### config.mk
export PLATFORM = sky130hd
export DESIGN_NAME = floppy_timer_sched
export DESIGN_NICKNAME = d
export VERILOG_FILES = /design/src/rtl/floppy_timer_sched_pkg.sv /design/src/rtl/floppy_timer_sched_prescaler.sv /design/src/rtl/floppy_timer_sched.sv
export SDC_FILE = /design/constraint.sdc
export NUM_CORES = 1
export LEC_CHECK = 0
export ABC_AREA = 0
export CORE_UTILIZATION = 58
export CTS_CLUSTER_SIZE = 24
export DETAILED_ROUTE_END_ITERATION = 8
export PLACE_DENSITY = 0.76
export RECOVER_POWER = 25
export SETUP_SLACK_MARGIN = 0.3
export SYNTH_ARGS = -nofsm -noshare
export SYNTH_HDL_FRONTEND = slang
export SYNTH_HIERARCHICAL = 1
export SYNTH_SLANG_ARGS = --single-unit
### constraint.sdc
create_clock -name clk -period 4 [get_ports clk]
set_clock_uncertainty 0.15 [all_clocks]
set_input_delay 0.4 -clock clk [delete_from_list [all_inputs] [get_ports clk]]
set_output_delay 0.4 -clock clk [all_outputs]
set_load 0.01 [all_outputs]
### src/rtl/floppy_timer_sched_pkg.sv
`default_nettype none
// ============================================================================
//  Module      : floppy_timer_sched_pkg
//  Description : Shared constants for the floppy timer scheduler: register
//                map, channel count, constant register values and the scan
//                state encoding.
//  Revision    : 1.0 - initial release
// ============================================================================
package floppy_timer_sched_pkg;

  localparam int NCHAN = 4;

  // Register map
  localparam logic [3:0] ADDR_CNT0   = 4'd0;
  localparam logic [3:0] ADDR_CNT1   = 4'd1;
  localparam logic [3:0] ADDR_CNT2   = 4'd2;
  localparam logic [3:0] ADDR_CNT3   = 4'd3;
  localparam logic [3:0] ADDR_STATUS = 4'd4;
  localparam logic [3:0] ADDR_MASK   = 4'd5;
  localparam logic [3:0] ADDR_CTRL   = 4'd6;
  localparam logic [3:0] ADDR_ID     = 4'd7;
  localparam logic [3:0] ADDR_RLD0   = 4'd8;

  localparam logic [7:0] ID_VALUE   = 8'hA5;
  // All four channels enabled, RUN set
  localparam logic [7:0] CTRL_RESET = 8'hF1;

  // Scan sequencer: one state per channel, visited in order after each tick
  typedef enum logic [2:0] {
    ST_IDLE  = 3'd0,
    ST_SCAN0 = 3'd1,
    ST_SCAN1 = 3'd2,
    ST_SCAN2 = 3'd3,
    ST_SCAN3 = 3'd4
  } scan_state_t;

endpackage
`default_nettype wire

### src/rtl/floppy_timer_sched_prescaler.sv
`default_nettype none
// ============================================================================
//  Module      : floppy_tick_prescaler
//  Description : Free-running down counter that divides the master clock to
//                the scheduler tick. Emits a one-cycle registered pulse each
//                time the counter passes through zero.
//  Revision    : 1.0 - initial release
//  Ports       : clk   - master clock
//                reset - asynchronous active-high reset
//                tick  - one-cycle pulse every TICKDIV clocks
// ============================================================================
module floppy_tick_prescaler #(
  parameter int TICKDIV = 240000
) (
  input  logic clk,
  input  logic reset,
  output logic tick
);

  // 18 bits covers the 100 Hz divider at 24 MHz; widen only when needed
  localparam int             CW     = ((TICKDIV - 1) < (1 << 18)) ? 18 : 24;
  localparam logic [CW-1:0]  RELOAD = CW'(TICKDIV - 1);

  logic [CW-1:0] r_cnt;
  logic          r_tick;

  always_ff @(posedge clk or posedge reset) begin
    if (reset) begin
      r_cnt  <= RELOAD;
      r_tick <= 1'b0;
    end else if (r_cnt == '0) begin
      r_cnt  <= RELOAD;
      r_tick <= 1'b1;
    end else begin
      r_cnt  <= r_cnt - CW'(1);
      r_tick <= 1'b0;
    end
  end

  assign tick = r_tick;

endmodule
`default_nettype wire

### src/rtl/floppy_timer_sched.sv
`default_nettype none
// ============================================================================
//  Module      : floppy_timer_sched
//  Description : Four-channel 8-bit software timer scheduler. A shared
//                prescaler produces the tick; a scan sequencer walks the
//                channels one per cycle through a single decrementer.
//                Expiry flags are masked onto one level interrupt.
//  Revision    : 1.0 - initial release
//  Options     : FLOPPY_TIMER_AUTORELOAD_EN - adds RLD0-RLD3 at 8-11; an
//                expiring channel reloads from its RLD register.
//  Ports       : clk   - master clock
//                reset - asynchronous active-high reset
//                addr  - register address
//                di    - write data
//                wren  - write strobe (one cycle per access)
//                rden  - read strobe (one cycle per access)
//                q     - registered read data, valid the cycle after rden
//                irq   - level interrupt, |(flags & mask)
//                tick  - prescaler tick pulse (debug)
// ============================================================================
module floppy_timer_sched
  import floppy_timer_sched_pkg::*;
#(
  parameter int MCLKFREQ = 24000000,
  parameter int TICKDIV  = MCLKFREQ / 100
) (
  input  logic       clk,
  input  logic       reset,
  input  logic [3:0] addr,
  input  logic [7:0] di,
  input  logic       wren,
  input  logic       rden,
  output logic [7:0] q,
  output logic       irq,
  output logic       tick
);

  scan_state_t      r_state;
  logic [7:0]       r_cnt [NCHAN];
  logic [NCHAN-1:0] r_flags;
  logic [NCHAN-1:0] r_mask;
  logic [NCHAN-1:0] r_en;
  logic             r_run;
  logic [7:0]       r_q;

  logic             w_tick;
  logic [NCHAN-1:0] w_scan_sel;
  logic [NCHAN-1:0] w_cnt_wr;
  logic [NCHAN-1:0] w_dec;
  logic [NCHAN-1:0] w_expire;
  logic             w_status_rd;
  logic [7:0]       w_reload [NCHAN];
  logic [7:0]       w_rdata;

  floppy_tick_prescaler #(
    .TICKDIV (TICKDIV)
  ) u_prescaler (
    .clk   (clk),
    .reset (reset),
    .tick  (w_tick)
  );

`ifdef FLOPPY_TIMER_AUTORELOAD_EN
  logic [7:0] r_rld [NCHAN];

  always_ff @(posedge clk or posedge reset) begin
    if (reset) begin
      for (int n = 0; n < NCHAN; n++) r_rld[n] <= 8'd0;
    end else if (wren && (addr[3:2] == ADDR_RLD0[3:2])) begin
      r_rld[addr[1:0]] <= di;
    end
  end
`endif

  always_comb begin
    w_scan_sel = '0;
    case (r_state)
      ST_SCAN0: w_scan_sel[0] = 1'b1;
      ST_SCAN1: w_scan_sel[1] = 1'b1;
      ST_SCAN2: w_scan_sel[2] = 1'b1;
      ST_SCAN3: w_scan_sel[3] = 1'b1;
      default:  w_scan_sel    = '0;
    endcase

    w_cnt_wr = '0;
    if (wren && (addr[3:2] == ADDR_CNT0[3:2])) w_cnt_wr[addr[1:0]] = 1'b1;

    // A host write to the channel being scanned takes priority over the
    // decrement, so the new value is never immediately consumed or flagged.
    for (int n = 0; n < NCHAN; n++) begin
      w_dec[n]    = w_scan_sel[n] && r_en[n] && (r_cnt[n] != 8'd0) && !w_cnt_wr[n];
      w_expire[n] = w_dec[n] && (r_cnt[n] == 8'd1);
`ifdef FLOPPY_TIMER_AUTORELOAD_EN
      w_reload[n] = r_rld[n];
`else
      w_reload[n] = 8'd0;
`endif
    end

    w_status_rd = rden && (addr == ADDR_STATUS);
  end

  always_comb begin
    w_rdata = 8'd0;
    case (addr)
      ADDR_CNT0, ADDR_CNT1, ADDR_CNT2, ADDR_CNT3: w_rdata = r_cnt[addr[1:0]];
      ADDR_STATUS: w_rdata = {4'b0000, r_flags};
      ADDR_MASK:   w_rdata = {4'b0000, r_mask};
      ADDR_CTRL:   w_rdata = {r_en, 3'b000, r_run};
      ADDR_ID:     w_rdata = ID_VALUE;
`ifdef FLOPPY_TIMER_AUTORELOAD_EN
      ADDR_RLD0, ADDR_RLD0 + 4'd1, ADDR_RLD0 + 4'd2, ADDR_RLD0 + 4'd3:
        w_rdata = r_rld[addr[1:0]];
`else
      ADDR_RLD0, ADDR_RLD0 + 4'd1, ADDR_RLD0 + 4'd2, ADDR_RLD0 + 4'd3:
        w_rdata = 8'd0;
`endif
      default:     w_rdata = 8'd0;
    endcase
  end

  // Scan sequencer: a tick while RUN is clear is simply dropped
  always_ff @(posedge clk or posedge reset) begin
    if (reset) begin
      r_state <= ST_IDLE;
    end else begin
      case (r_state)
        ST_IDLE:  if (w_tick && r_run) r_state <= ST_SCAN0;
        ST_SCAN0: r_state <= ST_SCAN1;
        ST_SCAN1: r_state <= ST_SCAN2;
        ST_SCAN2: r_state <= ST_SCAN3;
        ST_SCAN3: r_state <= ST_IDLE;
        default:  r_state <= ST_IDLE;
      endcase
    end
  end

  always_ff @(posedge clk or posedge reset) begin
    if (reset) begin
      for (int n = 0; n < NCHAN; n++) r_cnt[n] <= 8'd0;
      r_flags <= '0;
      r_mask  <= '0;
      r_en    <= CTRL_RESET[7:4];
      r_run   <= CTRL_RESET[0];
      r_q     <= 8'd0;
    end else begin
      for (int n = 0; n < NCHAN; n++) begin
        if (w_cnt_wr[n])       r_cnt[n] <= di;
        else if (w_expire[n])  r_cnt[n] <= w_reload[n];
        else if (w_dec[n])     r_cnt[n] <= r_cnt[n] - 8'd1;
      end
      // A fresh expiry survives a clearing STATUS read in the same cycle
      r_flags <= (w_status_rd ? '0 : r_flags) | w_expire;
      if (wren && (addr == ADDR_MASK)) r_mask <= di[NCHAN-1:0];
      if (wren && (addr == ADDR_CTRL)) begin
        r_run <= di[0];
        r_en  <= di[7:4];
      end
      if (rden) r_q <= w_rdata;
    end
  end

  assign q    = r_q;
  assign irq  = |(r_flags & r_mask);
  assign tick = w_tick;

endmodule
`default_nettype wire
==> results.py <==
metrics = {
    "worst_setup_path": {
        "worst_setup_path_start_kind": "register",
        "criticalPathCategory": "register to register",
        "critPathArrivalTime_ps": 2630,
        "slowest_stage": "nor3b_1",
        "critPathMaxFanout": 8,
        "critPathRequiredTime_ps": 4080,
        "crit_chain": "inv_1, ha_1, nor3b_1, nand2_2, or3_1, clkinv_8, a21oi_1",
        "end_kind": "register",
        "max_stage_delay_ps": 740,
    },
    "yosys": {
        "synth_compound_area_frac": 0.156,
        "synth_fa_ha_area_frac": 0.0356,
        "syn-cell-area_mm2": 0.00457,
        "synthSimpleGateAreaFrac": 0.241,
        "synth_top_cell_by_area": "dfrtp_1",
        "synthFlopType": "dfrtp_1",
        "syn_avg_cell_area_um2": 9.89,
        "postSynthCellCount": 462,
        "async_flop_share": 1.00,
        "synth_area_leaders": "dfrtp_1 (31%), dfstp_2 (10%), nand2_1 (4.2%), mux4_2 (3.9%), ha_1 (3.6%)",
        "netlist.area_leader.share": 0.312,
        "yosysUniqueCellTypes": 72,
        "synth_warnings": 6,
        "synth.area.mux_share": 0.0795,
        "synth_edf_count": 0,
        "yosysSeqAreaShare": 0.416,
        "mappedNetlistNets": 491,
        "synth_xor_area_frac": 0.0307,
        "ys_top_cells_by_count": "dfrtp_1 (57), nand2_1 (51), nor2_1 (37), nand3_1 (24), inv_1 (20)",
        "ys_ff_latch": 75,
        "yosysMostFrequentCell": "dfrtp_1",
        "synth_top_family_by_area": "simple AND/OR/NAND/NOR gates",
    },
    "power_and_ir_drop": {
        "swShare": 0.395,
        "seqPwrFrac": 0.419,
        "clkPwrFrac": 0.230,
        "switchingPower_mw": 1.23,
        "power_density_mw_per_mm2": 610,
        "p_comb_frac": 0.351,
        "p_leak_nw": 2.01,
        "irDropWorstVdd_v": 0.000323,
        "p_int_mw": 1.88,
        "design_power_total_mw": 3.10,
    },
    "layout": {
        "drive_above_1_share": 0.157,
        "fin_cells": 591,
        "nNetsFinal": 516,
        "diodes": 0,
        "area_delta_synth_final_pct": 11.5,
    },
    "sta": {
        "hold_viol_final": 0,
        "final_max_slew_viol_count": 45,
        "tns_ps": 0,
        "period_needed_ps": 2550,
        "fmax_mhz": 392,
        "slew_headroom": -0.125,
        "rsz0062_at_grt": "false",
        "min_period_over_period": 0.637,
        "finalSetupViolations": 0,
        "tightest_slew_ps": 1690,
    },
    "route": {
        "vias": 3956,
        "viasPerCell": 6.69,
        "drc": 0,
        "wl_mm": 12.0,
        "drt_pass1_iterations": 6,
        "wl_per_cell_um": 20.3,
        "drtIter0Drc": 363,
        "final_antenna_net_count": 0,
    },
    "placed_design": {
        "numPortBuffers": 25,
        "routabilityCongestion": 0.970,
        "dp.final_hpwl_mm": 8.59,
        "dpl.cell_count": 575,
    },
    "status": {
        "status": "finished, violations left",
        "failed_checks": "max-capacitance violations, max-slew violations",
    },
    "clock_network": {
        "cts-resized-gates": 0,
        "cts_root_buf": "clkbuf_8",
        "clock_path_buffers": 2,
        "post_cts_buffers": 0,
        "clkSlewWorstSetupHoldPaths_ps": 80,
        "numCtsBuffers": 9,
        "cts_hold_buffers": 0,
        "clk_latency_ps": 360,
        "cts_sinks": 75,
        "cts_tree": "done",
        "cts-htree-levels": 3,
    },
    "die": {
        "ios": 26,
        "row_count": 31,
        "die_height_um": 90.7,
        "start_util": 0.613,
        "dieArea_mm2": 0.00823,
        "fp.coreArea_mm2": 0.00745,
        "die_w_um": 90.7,
    },
    "global_route": {
        "track_usage": 0.307,
        "antenna_found_initial": 0,
        "grt_max_degree": 45,
        "grt_pass1_wl_mm": 19.6,
        "first_global_vias": 3721,
        "grt-ovfl-total": 0,
    },
    "flow_run": {
        "max_cap_viol_count": 1,
    },
    "min_path": {
        "hold_path.class": "register to register",
    },
}
==> registers in the layout, summed over array words and instances, names as in the netlist <==
register           flops
r_en                   4
r_flags                4
u_prescaler/r_cnt     18
u_prescaler/tick       1
r_state                3
r_run                  1
q                      8
r_mask                 4
r_cnt                 32
==> stage by stage <==
stage	util	area, µm²	hold WS (ps)	setup slack (ps)
2_1_floorplan	-	4570	192	2060
3_3_place_gp	0.653	4870	304	1350
3_5_place_dp	0.653	4870	311	1280
4_1_cts	0.685	5100	330	1660
5_1_grt	0.684	5090	359	1200
6_report	0.684	5090	344	1450
==> kinds of logic (layout without fill, tap and decap cells) <==
kind of cell	after synthesis	after routing
buffers and inverters	35	65
flip-flops	75	75
multiplexers	25	25
adder cells (fa/ha/maj)	13	13
AND/OR/NAND/NOR	200	200
XOR/XNOR	16	16
AO/OA/AOI/OAI	98	98
==> per-layer routing <==
| layer | GRT usage | vias to the layer above | part of all wire |
|---|---|---|---|
| met5 | 0 | - | 0 |
| li1 | - | 1784 | - |
| met4 | 0.122 | 0 | 0.024 |
| met2 | 0.468 | 186 | 0.47 |
| met3 | 0.0766 | 33 | 0.081 |
| met1 | 0.420 | 1953 | 0.43 |
==> worst max-delay path, delay by kind of cell (launching register included) <==
kind,cells,cell delay [ps]
flip-flops,1,410
adder cells (fa/ha/maj),1,160
AND/OR/NAND/NOR,3,1480
AO/OA/AOI/OAI,1,40
buffers and inverters,2,190
==> placed cells by master, fill, tap and decap left out, drive strengths merged, types with 8 or more instances in the layout <==
cell type and n:
a21oi 13, a31oi 11, clkbuf 10, clkdlybuf4s50 24
dfrtp 57, dfstp 18, ha 13, inv 21
mux2 10, mux4 8, nand2 52, nand3 24
nor2 39, nor3 19, o211ai 18, o21ai 13
or2 8, or3 8, xor2 9
==> power by group through the flow <==
| stage | registers, mW | logic, mW | clock network, mW |
|---|---|---|---|
| floorplan | 1.17 | 0.843 | 0 |
| global placement | 1.29 | 1.02 | 0 |
| detailed placement | 1.30 | 1.06 | 0 |
| CTS | 1.28 | 1.07 | 0.719 |
| global route | 1.32 | 1.18 | 0.749 |
| finish | 1.30 | 1.09 | 0.715 |
==> final cells by class <==
cell class	count	area, µm²
flip-flops and latches	75	1900
clock inverters	6	111
fillers	598	2350
inverters	21	91.3
multi-input cells	352	2470
clock buffers	10	128
repair buffers	28	273
well taps	99	124
==> final timing paths <==
path / startpoint / to / slack [ps] / cells after the start
max: u_prescaler/r_cnt[0]$_DFF_PP1_ / u_prescaler/r_cnt[7]$_DFF_PP0_ / 1450 / 7
min: u_prescaler/r_cnt[16]$_DFF_PP1_ / u_prescaler/r_cnt[16]$_DFF_PP1_ / 340 / 1
min reg2reg: u_prescaler/r_cnt[16]$_DFF_PP1_ / u_prescaler/r_cnt[16]$_DFF_PP1_ / 340 / 1
max reg2reg: u_prescaler/r_cnt[0]$_DFF_PP1_ / u_prescaler/r_cnt[7]$_DFF_PP0_ / 1450 / 7
max in group asynchronous: reset / r_cnt[11]$_DFFE_PP0P_ / 1800 / 3
min in group asynchronous: reset / u_prescaler/r_cnt[10]$_DFF_PP0_ / 450 / 2
Note: power is estimated with default switching activity, not from simulation.
